--- src/rtl/fpu_arb_pkg.sv ---
// Shared types and constants for the FPU job arbiter.
package fpu_arb_pkg;

    localparam int unsigned DATA_W = 32;
    localparam int unsigned OP_W   = 2;
    localparam int unsigned FMT_W  = 2;
    localparam int unsigned FLAG_W = 4;
    localparam int unsigned CNT_W  = 16;

    typedef enum logic [1:0] {
        ST_IDLE  = 2'd0,
        ST_ISSUE = 2'd1,
        ST_WAIT  = 2'd2,
        ST_RESP  = 2'd3
    } state_t;

    localparam logic [OP_W-1:0] OP_ADD = 2'd0;
    localparam logic [OP_W-1:0] OP_SUB = 2'd1;
    localparam logic [OP_W-1:0] OP_MUL = 2'd2;
    localparam logic [OP_W-1:0] OP_FMA = 2'd3;

    localparam int unsigned FLAG_INVALID   = 0;
    localparam int unsigned FLAG_OVERFLOW  = 1;
    localparam int unsigned FLAG_UNDERFLOW = 2;
    localparam int unsigned FLAG_INEXACT   = 3;

    typedef struct packed {
        logic [OP_W-1:0]   operation;
        logic [FMT_W-1:0]  format;
        logic [DATA_W-1:0] operand_a;
        logic [DATA_W-1:0] operand_b;
        logic [DATA_W-1:0] operand_c;
    } job_t;

endpackage

--- src/rtl/rr_arbiter.sv ---
// Round-robin arbiter: combinational one-hot grant searching from pointer+1,
// pointer moves to the winner when update_en is high.
module rr_arbiter #(
    parameter  int unsigned N     = 4,
    localparam int unsigned PTR_W = (N > 1) ? $clog2(N) : 1
) (
    input  logic             clk,
    input  logic             reset_n,
    input  logic [N-1:0]     req,
    input  logic             update_en,
    output logic [N-1:0]     grant_c,
    output logic [PTR_W-1:0] grant_idx_c
);

    logic [PTR_W-1:0] ptr_q;
    logic             found;
    int unsigned      idx;

    // First requester after the pointer, with wrap-around, wins.
    always_comb begin
        grant_c     = '0;
        grant_idx_c = '0;
        found       = 1'b0;
        idx         = 0;
        for (int unsigned i = 1; i <= N; i++) begin
            idx = 32'(ptr_q) + i;
            if (idx >= N) begin
                idx = idx - N;
            end
            if (!found && req[PTR_W'(idx)]) begin
                found                  = 1'b1;
                grant_c[PTR_W'(idx)]   = 1'b1;
                grant_idx_c            = PTR_W'(idx);
            end
        end
    end

    // Pointer resets to N-1 so requester 0 is served first.
    always_ff @(posedge clk or negedge reset_n) begin
        if (!reset_n) begin
            ptr_q <= PTR_W'(N - 1);
        end else if (update_en) begin
            ptr_q <= grant_idx_c;
        end
    end

endmodule

--- src/rtl/fpu_job_arbiter.sv ---
// Shares one FPU between NUM_REQ requesters: accept, ring doorbell, wait
// (with timeout), return tagged result.
module fpu_job_arbiter
    import fpu_arb_pkg::*;
#(
    parameter  int unsigned NUM_REQ     = 4,
    parameter  int unsigned TIMEOUT_CYC = 255,
    localparam int unsigned ID_W        = $clog2(NUM_REQ)
) (
    input  logic                      clk,
    input  logic                      reset_n,
    input  logic [NUM_REQ-1:0]        req_valid,
    output logic [NUM_REQ-1:0]        req_ready,
    input  logic [OP_W*NUM_REQ-1:0]   req_operation,
    input  logic [FMT_W*NUM_REQ-1:0]  req_format,
    input  logic [DATA_W*NUM_REQ-1:0] req_operand_a,
    input  logic [DATA_W*NUM_REQ-1:0] req_operand_b,
    input  logic [DATA_W*NUM_REQ-1:0] req_operand_c,
    output logic                      rsp_valid,
    output logic [ID_W-1:0]           rsp_id,
    output logic [DATA_W-1:0]         rsp_result,
    output logic [FLAG_W-1:0]         rsp_flags,
    output logic                      rsp_timeout,
    output logic                      busy,
    output logic                      fpu_doorbell,
    output logic [OP_W-1:0]           fpu_operation,
    output logic                      fpu_fused_m_a,
    output logic [FMT_W-1:0]          fpu_format,
    output logic [DATA_W-1:0]         fpu_operand_a,
    output logic [DATA_W-1:0]         fpu_operand_b,
    output logic [DATA_W-1:0]         fpu_operand_c,
    input  logic                      fpu_ready,
    input  logic [DATA_W-1:0]         fpu_output,
    input  logic                      fpu_invalid_op_flag,
    input  logic                      fpu_overflow_flag,
    input  logic                      fpu_underflow_flag,
    input  logic                      fpu_inexact_flag
);

    state_t              state_q, state_d;
    logic [CNT_W-1:0]    cnt_q, cnt_d;
    logic [NUM_REQ-1:0]  grant_c;
    logic [ID_W-1:0]     win_idx_c;
    logic                accept_c;
    logic                timeout_c;
    job_t                job_sel_c;
    job_t                job_q;
    logic [ID_W-1:0]     id_q;
    logic [FLAG_W-1:0]   flags_c;

    logic                fused_q;
    logic                doorbell_q;
    logic                rsp_valid_q;
    logic                busy_q;
    logic [ID_W-1:0]     rsp_id_q;
    logic [DATA_W-1:0]   rsp_result_q;
    logic [FLAG_W-1:0]   rsp_flags_q;
    logic                rsp_timeout_q;

    rr_arbiter #(.N(NUM_REQ)) u_rr (
        .clk         (clk),
        .reset_n     (reset_n),
        .req         (req_valid),
        .update_en   (accept_c),
        .grant_c     (grant_c),
        .grant_idx_c (win_idx_c)
    );

    // Grants are only offered while idle.
    assign req_ready = (state_q == ST_IDLE) ? grant_c : '0;
    assign accept_c  = (state_q == ST_IDLE) && (|req_valid);
    assign timeout_c = (cnt_q == CNT_W'(TIMEOUT_CYC - 1));

    // Pick the winning requester's slice out of the flattened buses.
    always_comb begin
        job_sel_c           = '0;
        job_sel_c.operation = OP_W'(req_operation >> (OP_W * 32'(win_idx_c)));
        job_sel_c.format    = FMT_W'(req_format >> (FMT_W * 32'(win_idx_c)));
        job_sel_c.operand_a = DATA_W'(req_operand_a >> (DATA_W * 32'(win_idx_c)));
        job_sel_c.operand_b = DATA_W'(req_operand_b >> (DATA_W * 32'(win_idx_c)));
        job_sel_c.operand_c = DATA_W'(req_operand_c >> (DATA_W * 32'(win_idx_c)));
    end

    // Pack FPU exception flags into response order.
    always_comb begin
        flags_c                 = '0;
        flags_c[FLAG_INVALID]   = fpu_invalid_op_flag;
        flags_c[FLAG_OVERFLOW]  = fpu_overflow_flag;
        flags_c[FLAG_UNDERFLOW] = fpu_underflow_flag;
        flags_c[FLAG_INEXACT]   = fpu_inexact_flag;
    end

    // State and wait counter registers.
    always_ff @(posedge clk or negedge reset_n) begin
        if (!reset_n) begin
            state_q <= ST_IDLE;
            cnt_q   <= '0;
        end else begin
            state_q <= state_d;
            cnt_q   <= cnt_d;
        end
    end

    // Next-state logic; fpu_ready outranks the timeout in WAIT.
    always_comb begin
        state_d = state_q;
        cnt_d   = cnt_q;
        unique case (state_q)
            ST_IDLE: begin
                if (accept_c) begin
                    state_d = ST_ISSUE;
                end
            end
            ST_ISSUE: begin
                cnt_d   = '0;
                state_d = ST_WAIT;
            end
            ST_WAIT: begin
                cnt_d = cnt_q + CNT_W'(1);
                if (fpu_ready || timeout_c) begin
                    state_d = ST_RESP;
                end
            end
            ST_RESP: begin
                state_d = ST_IDLE;
            end
            default: begin
                state_d = ST_IDLE;
            end
        endcase
    end

    // Registered outputs, job holding registers and response capture.
    always_ff @(posedge clk or negedge reset_n) begin
        if (!reset_n) begin
            job_q         <= '0;
            id_q          <= '0;
            fused_q       <= 1'b0;
            doorbell_q    <= 1'b0;
            rsp_valid_q   <= 1'b0;
            busy_q        <= 1'b0;
            rsp_id_q      <= '0;
            rsp_result_q  <= '0;
            rsp_flags_q   <= '0;
            rsp_timeout_q <= 1'b0;
        end else begin
            doorbell_q  <= (state_d == ST_ISSUE);
            rsp_valid_q <= (state_d == ST_RESP);
            busy_q      <= (state_d != ST_IDLE);
            if (accept_c) begin
                job_q   <= job_sel_c;
                id_q    <= win_idx_c;
                fused_q <= (job_sel_c.operation == OP_FMA);
            end
            if (state_q == ST_WAIT) begin
                if (fpu_ready) begin
                    rsp_id_q      <= id_q;
                    rsp_result_q  <= fpu_output;
                    rsp_flags_q   <= flags_c;
                    rsp_timeout_q <= 1'b0;
                end else if (timeout_c) begin
                    rsp_id_q      <= id_q;
                    rsp_result_q  <= '0;
                    rsp_flags_q   <= '0;
                    rsp_timeout_q <= 1'b1;
                end
            end
        end
    end

    assign rsp_valid     = rsp_valid_q;
    assign rsp_id        = rsp_id_q;
    assign rsp_result    = rsp_result_q;
    assign rsp_flags     = rsp_flags_q;
    assign rsp_timeout   = rsp_timeout_q;
    assign busy          = busy_q;
    assign fpu_doorbell  = doorbell_q;
    assign fpu_operation = job_q.operation;
    assign fpu_fused_m_a = fused_q;
    assign fpu_format    = job_q.format;
    assign fpu_operand_a = job_q.operand_a;
    assign fpu_operand_b = job_q.operand_b;
    assign fpu_operand_c = job_q.operand_c;

endmodule

--- config.mk ---
export PLATFORM = sky130hd
export DESIGN_NAME = fpu_job_arbiter
export DESIGN_NICKNAME = d
export VERILOG_FILES = /design/src/rtl/fpu_arb_pkg.sv /design/src/rtl/rr_arbiter.sv /design/src/rtl/fpu_job_arbiter.sv
export SDC_FILE = /design/constraint.sdc
export NUM_CORES = 1
export LEC_CHECK = 0
export CAP_MARGIN = 20
export CORE_AREA = 2 2 227 229
export CTS_BUF_LIST = sky130_fd_sc_hd__clkbuf_8 sky130_fd_sc_hd__clkbuf_16
export DETAILED_ROUTE_END_ITERATION = 16
export DIE_AREA = 0 0 229 231
export HOLD_SLACK_MARGIN = 0.06
export SETUP_SLACK_MARGIN = 0.15
export SLEW_MARGIN = 5
export SYNTH_ARGS = -nofsm -noshare
export SYNTH_HDL_FRONTEND = slang
export SYNTH_SLANG_ARGS = --single-unit
--- constraint.sdc ---
create_clock -name clk -period 5.5 [get_ports clk]
set_input_delay 1.1 -clock clk [delete_from_list [all_inputs] [get_ports clk]]
set_output_delay 1.1 -clock clk [all_outputs]
set_load 0.03 [all_outputs]
==> metrics.txt, run 1 <==
unique cell type count in the Yosys netlist 56; Yosys reg bits between 150 and 200; unrepaired setup endpoints after global routing false; Starting Density a little under a quarter; via/cell ratio 5.10; antenna violations before repair 2; GRT Util Overall 20.2%; Synth Warn # 0; mean area per synthesized cell 8.30 um2; Routed Antenna Nets 0; first-pass GRT wire length 82.7 mm; biggest area consumer among synthesized cells dfrtp_1; crit end category output port; post-synthesis sequential area ratio 36.0%; critical path class flop to output port; Worst Path Max Fanout 16; number of global-route vias before repair 13387; Via Count 13139; placeable core area 0.0507 mm2; final setup vio count 0; clk slew on worst S/H paths 0.08 ns; placed wire-length estimate 38.4 mm; Layout fillers 5222; Max-slew headroom 26.0%; largest net degree at the start of global routing 101; Post-synth ARST share between 90% and 100%; post-route worst setup slack roughly 0.43 ns; H-tree level count 4; Top FF cell, synth dfrtp_1; Root Driver clkbuf_16; fin crit period 5.07 ns; CTS Sinks ~170; status complete, no violations; Worst EP arrival 3.97 ns; FF+latch area 0.00413 mm2; Final Skew 0.0176 ns; Hold Fails Final Rpt 0; layout cells sized above 1 9.60%; CTS tree done; Hold Path Class flop to flop; Worst-Margin Slew about 1.1 ns; die width 229 um; Multi-input gate area 0.00680 mm2; Final Cycle Share 92.2%; Total Die Area 0.0529 mm2; fin nets 2338; top-area cell type share of the netlist area 35.6%; DRT Wirelength approximately 54 mm; PD cells about 600 mW/mm2; Post-synth top cells nand2_1, dfrtp_1, nor2_1; TritonRoute pass-1 iters 5; Mapped Nets 1837; Syn Inst Count 1382; grt ovf 0; Post-CTS Setup Inserts 0; Ant. Diodes 0; worst path required time around 4.4 ns; cts bufs inserted 17; final cell count without fillers 2576; Max Cap Viol 0; WL/cell 21.1 um; fmax about 200 MHz; clock buffer depth 2; VDD IR max about 0.45 mV; I/O pin count 590; EDFF count, synth 0; leakage between 0.007 and 0.008 uW; num rows 83; max-slew violations 0; P&R area growth vs syn 63.0%; most common cell in the netlist nand2_1; Post-Synthesis Cell Area 0.0115 mm2; Inst Count DP 2544; IO Port Bufs 589; routability cong. about 0.86; post-layout util 36.9%; die height 231 um; pre-CTS setup slack 0.228 ns; Total Negative Setup Slacks 0 ns; Clk Latency, worst-skew pair 0.50 ns; Iter 0 DRT Violations 831; DRC 0; largest cells by area after synthesis dfrtp_1, mux2i_1, o2111ai_1; startpoint types flop; Final Total Pwr 11100 uW
==> layout by cell type (no fill, tap or decap), types with 10 or more instances in the layout <==
cell type and instances:
clkdlybuf4s50_1 584, nand2_1 187, dfrtp_1 163, nor2_1 119, o21ai_0 110, mux2i_1 104, nor4_1 101, o2111ai_1 97
o211ai_1 97, or2_2 92, nand3_1 43, buf_4 24, clkbuf_16 17, inv_1 12, ha_1 12, xor2_1 11
buf_12 10
==> power breakdown <==
group	leakage [uW]	switching, uW	internal [uW]
combinational	0.00489	4710	3010
sequential	0.00206	353	1790
clock	0.000288	661	614
==> metal layers <==
layer | vias to the layer above | routed length (um) | global-route usage, %
li1 | 6127 | - | -
met1 | 6374 | 22600 | 24.6
met2 | 553 | 26500 | 34.4
met3 | 81 | 3750 | 5.29
met4 | 4 | 1570 | 7.51
met5 | - | 30 | 0
==> layout make-up <==
cell class | count | area share [%]
Clock buffer | 17 | 2.27
Clock inverter | 15 | 0.957
Inverter | 13 | 0.274
Multi-Input combinational cell | 1064 | 36.4
Sequential cell | 165 | 22.1
Tap cell | 680 | 4.55
Timing Repair Buffer | 622 | 33.5
==> flip-flops by register name, summed over array words and instances (netlist names) <==
name and flops:
fpu_format 2, rsp_timeout 1, fpu_operand_a 32, fpu_doorbell 1
rsp_valid 1, rsp_result 32, state_q 2, fpu_operation 2
u_rr.ptr_q 2, rsp_id 2, id_q 2, cnt_q 16
busy 1, fpu_operand_b 32, rsp_flags 4, fpu_fused_m_a 1
fpu_operand_c 32
==> stage by stage <==
| stage | hold WS [ns] | area, um2 |
|---|---|---|
| after floorplan | 0.444 | 11500 |
| after global placement | 0.478 | 18100 |
| after detailed placement | 0.480 | 18100 |
| after CTS | 0.500 | 18700 |
| after global routing | 0.521 | 18700 |
| final | 0.495 | 18700 |
==> cells by family (layout without fill, tap and decap cells) <==
logic type | after synthesis | after routing | share of synthesized area (%)
AOI/OAI and AO/OA | 346 | 346 | 21.4
xor gates and xnor gates | 12 | 12 | 0.916
adders and majority gates | 12 | 12 | 1.31
buffers and inverters | 153 | 667 | 5.44
DFF | 165 | 165 | 36.0
muxes | 117 | 117 | 10.6
and+or+nand+nor | 577 | 577 | 24.3
==> worst paths after layout <==
| kind | cells after the start | to | slack [ns] | startpoint |
|---|---|---|---|---|
| max | 8 | req_ready[2] | 0.43 | u_rr.ptr_q[1] |
| min | 1 | fpu_operation[0] | 0.50 | fpu_operation[0] |
| max reg2reg | 10 | fpu_operation[1] | 1.11 | u_rr.ptr_q[0] |
| min reg2reg | 1 | fpu_operation[0] | 0.50 | fpu_operation[0] |
| max in group asynchronous | 2 | fpu_operand_a[1] | 3.76 | reset_n |
| min in group asynchronous | 1 | rsp_result[29] | 0.61 | reset_n |
==> repair_timing <==
action                     4_1_cts  5_1_grt
hold buffers                     0        0
gates resized for setup          3        0
setup endpoints to repair        3        0
==> worst max-delay path, cell delays in order (launching register included) <==
cell           delay [ns]
dfstp_2              0.71
inv_1                0.19
ha_1                 0.50
mux2_1               0.43
mux2_2               0.40
nor3_1               0.41
nand2_1              0.09
a21boi_0             0.29
dlygate4sd2_1        0.46
No activity file was read; power rests on OpenSTA's default activity.
==> inputs of run 2 (changes only) <==
Settings changed: CORE_AREA 2 2 227 229 to 2 2 231 233, DIE_AREA 0 0 229 231 to 0 0 233 235, MAX_ROUTING_LAYER from default to met4, SYNTH_HIERARCHICAL from default to 1.
==> run 2 against run 1 <==
Net effect: design area down 8.7%; synthesized cell count down 48%; total power down 9.6%; combinational power down 13%; largest cell class is now buffers; synthesized area down 14%; routed wire length down 19%; critical endpoint is now req_ready[0]; largest power group unchanged; first-iteration DRC count down 50%; core utilization down 4.2 points; critical path type unchanged; worst setup slack better by 0.097 ns.
==> metrics.txt, run 2 <==
status complete, no violations; Post-synth ARST share 100% (unchanged); Iter 0 DRT Violations 418 (-50%); worst path required time 4.40 ns (about the same); cts bufs inserted 17 (unchanged); cts repair resizes 0 (-3); Post-Synth Simple-Gate Area 8.28% (-16 points); most frequent cells in the layout clkdlybuf4s50_1, dfrtp_1, mux4_2, mux2_2, nand2b_1; fin crit period 4.98 ns (-0.0971 ns); Post-synth top cells dfrtp_1, mux4_2, mux2_2; Synth Area in Compound Gates 7.88% (-14 points); I/O pin count 590 (unchanged); Max-slew headroom 32.2% (+6.2 points); Yosys reg bits 165 (unchanged); biggest area consumer among synthesized cells dfrtp_1; TritonRoute pass-1 iters 5 (unchanged); H-tree level count 4 (unchanged); P&R area growth vs syn 73.8%; leakage 0.00645 uW (-11%); PD cells 590 mW/mm2 (-0.93%); CTS tree done; Starting Density 18.8% (-3.8 points); critical path class flop to output port; max-slew violations 0 (unchanged); Worst Path Max Fanout 15 (-1); Mapped Nets 1179 (-36%); unrepaired setup endpoints after global routing false; Cell Chain, Critical Path clkinv_1 > ha_1 > nand2b_1 > o22ai_1 > a2111oi_1 > o2bb2ai_1 > and2_1 > clkdlybuf4s50_1; Via Count 8941 (-32%); mux cell area share after synthesis 36.1% (+26 points); CP Depth 8 (unchanged); Total Negative Setup Slacks 0 ns (unchanged); Syn Inst Count 724 (-48%); Worst-Margin Slew 1.02 ns (-0.0935 ns); placeable core area 0.0522 mm2 (+3.1%); first-pass GRT wire length 63.5 mm (-23%); Crit-path slowest cell ha_1; startpoint types flop; Adder-Cell Fraction of Synth Area 1.53% (+0.22 points); VDD IR max 0.268 mV (-40%); Root Driver clkbuf_16; WHS Path Cells 2 (+1); unique cell type count in the Yosys netlist 60 (+7.1%); fin nets 1743 (-25%); largest net degree at the start of global routing 106 (+5.0%); routability cong. 0.888 (+2.8%); via/cell ratio 4.44 (-13%); Final Cycle Share 90.5% (-1.8 points); R2R cell count 8 (-2); Worst EP arrival 3.88 ns (-0.09 ns); final instance area 0.0171 mm2 (-8.7%); largest family of logic cells by synthesized area multiplexers; EDFF count, synth 0 (unchanged); fmax 201 MHz (+2.0%); die height 235 um (+1.7%); Routed Antenna Nets 0 (unchanged); Clk Latency, worst-skew pair 0.47 ns (-0.03 ns); Max Cap Viol 0 (unchanged); Top FF cell, synth dfrtp_1; antenna violations before repair 24 (+22); xor and xnor area share after synthesis 0.624% (-0.29 points); num rows 84 (+1.2%); Max stage delay on crit path 0.69 ns (-0.02 ns); number of global-route vias before repair 9590 (-28%); GRT Util Overall 16.5% (-3.7 points); top-area cell type share of the netlist area 41.5% (+6.0 points); Synth Warn # 6 (+6); post-synthesis sequential area ratio 42.1% (+6.0 points); mean area per synthesized cell 13.6 um2 (+63%); Final Skew 0.00970 ns (-0.00795 ns); die width 233 um (+1.7%); CTS Sinks 165 (unchanged); most common cell in the netlist dfrtp_1; Post-Synthesis Cell Area 0.00982 mm2 (-14%); DRC 0 (unchanged); crit end category output port; Hold Fails Final Rpt 0 (unchanged); # hold bufs at CTS 0 (unchanged); Post-CTS Setup Inserts 0 (unchanged); grt ovf 0 (unchanged); IO Port Bufs 589 (unchanged); Hold Path Class flop to flop; DRT Wirelength 43.8 mm (-19%); largest cells by area after synthesis dfrtp_1, mux4_2, mux2_2; clock buffer depth 2 (unchanged); clk slew on worst S/H paths 0.06 ns (-0.02 ns); WL/cell 21.8 um (+3.2%); Placed Area 0.0165 mm2 (-9.1%); layout cells sized above 1 18.4% (+8.8 points); post-layout util 32.7% (-4.2 points); final setup vio count 0 (unchanged); commonest non-fill, non-tap cell in the layout clkdlybuf4s50_1; delay-heaviest family, CP buffers and inverters; placed wire-length estimate 35.0 mm (-8.9%); worst path bufs/invs 2 (unchanged); Total Die Area 0.0548 mm2 (+3.5%)
-- run 2: cell count changes after synthesis, moves of 73 or more --
cell and delta:
nor2_1 -103, clkbuf_1 -86, mux2_2 +73, o2111ai_1 -97, nand2_1 -169, o21ai_0 -106
o211ai_1 -96, or2_2 -92, mux2i_1 -100, mux4_2 +98, nor4_1 -100
-- run 2: worst paths after layout --
check / startpoint / endpoint / slack (ns)
min in group asynchronous: reset_n / fpu_operand_a[9] / 0.63
max: u_rr/ptr_q[1] / req_ready[0] / 0.52
max reg2reg: u_rr/ptr_q[1] / fpu_operand_a[7] / 1.16
max in group asynchronous: reset_n / fpu_operand_b[0] / 3.83
min reg2reg: fpu_fused_m_a / fpu_fused_m_a / 0.48
min: fpu_fused_m_a / fpu_fused_m_a / 0.48
-- run 2: report_power, final --
part | internal, uW | switching, uW | total, uW
logic | 3370 | 3320 | 6680
clock network | 648 | 522 | 1170
registers | 1810 | 404 | 2220
total | 5830 | 4240 | 10100
-- run 2: cell families after synthesis --
group,Yosys count
simple gates,142
buf+inv,70
fa+ha+maj,12
flops,165
mux,212
xor+xnor,7
compound gates,116
-- run 2: area by class of cell --
type | instances | area, um2
clock inverter | 12 | 90.1
antenna | 23 | 57.6
sequential | 165 | 4130
clock buffer | 20 | 467
timing repair buffer | 604 | 6050
inverter | 11 | 41.3
multi-input combinational | 489 | 5370
fill | 5291 | 35200
tap | 688 | 861
-- run 2: metrics by stage --
step / worst slack [ns] / hold slack [ns] / std cells / total power, uW
after floorplan: 1.86 / 0.479 / 724 / 6580
after global placement: 0.662 / 0.474 / 1957 / 8940
after detailed placement: 0.657 / 0.480 / 1957 / 9030
after CTS: 0.492 / 0.495 / 1989 / 10300
after global routing: 0.240 / 0.513 / 2002 / 10700
final: 0.525 / 0.485 / 2012 / 10100
-- run 2: worst min-delay path: stages (launching register included) --
cell and delay, ns:
dfrtp_1 0.34, nand2_1 0.05, o21ai_1 0.06
-- run 2: layer usage --
layer | track usage, % | routed length [um] | vias to the layer above
met2 | 29.5 | 23600 | 394
li1 | - | - | 3975
met1 | 16.1 | 15100 | 4518
met5 | - | 0 | -
met3 | 6.21 | 3810 | 54
met4 | 5.96 | 1300 | 0
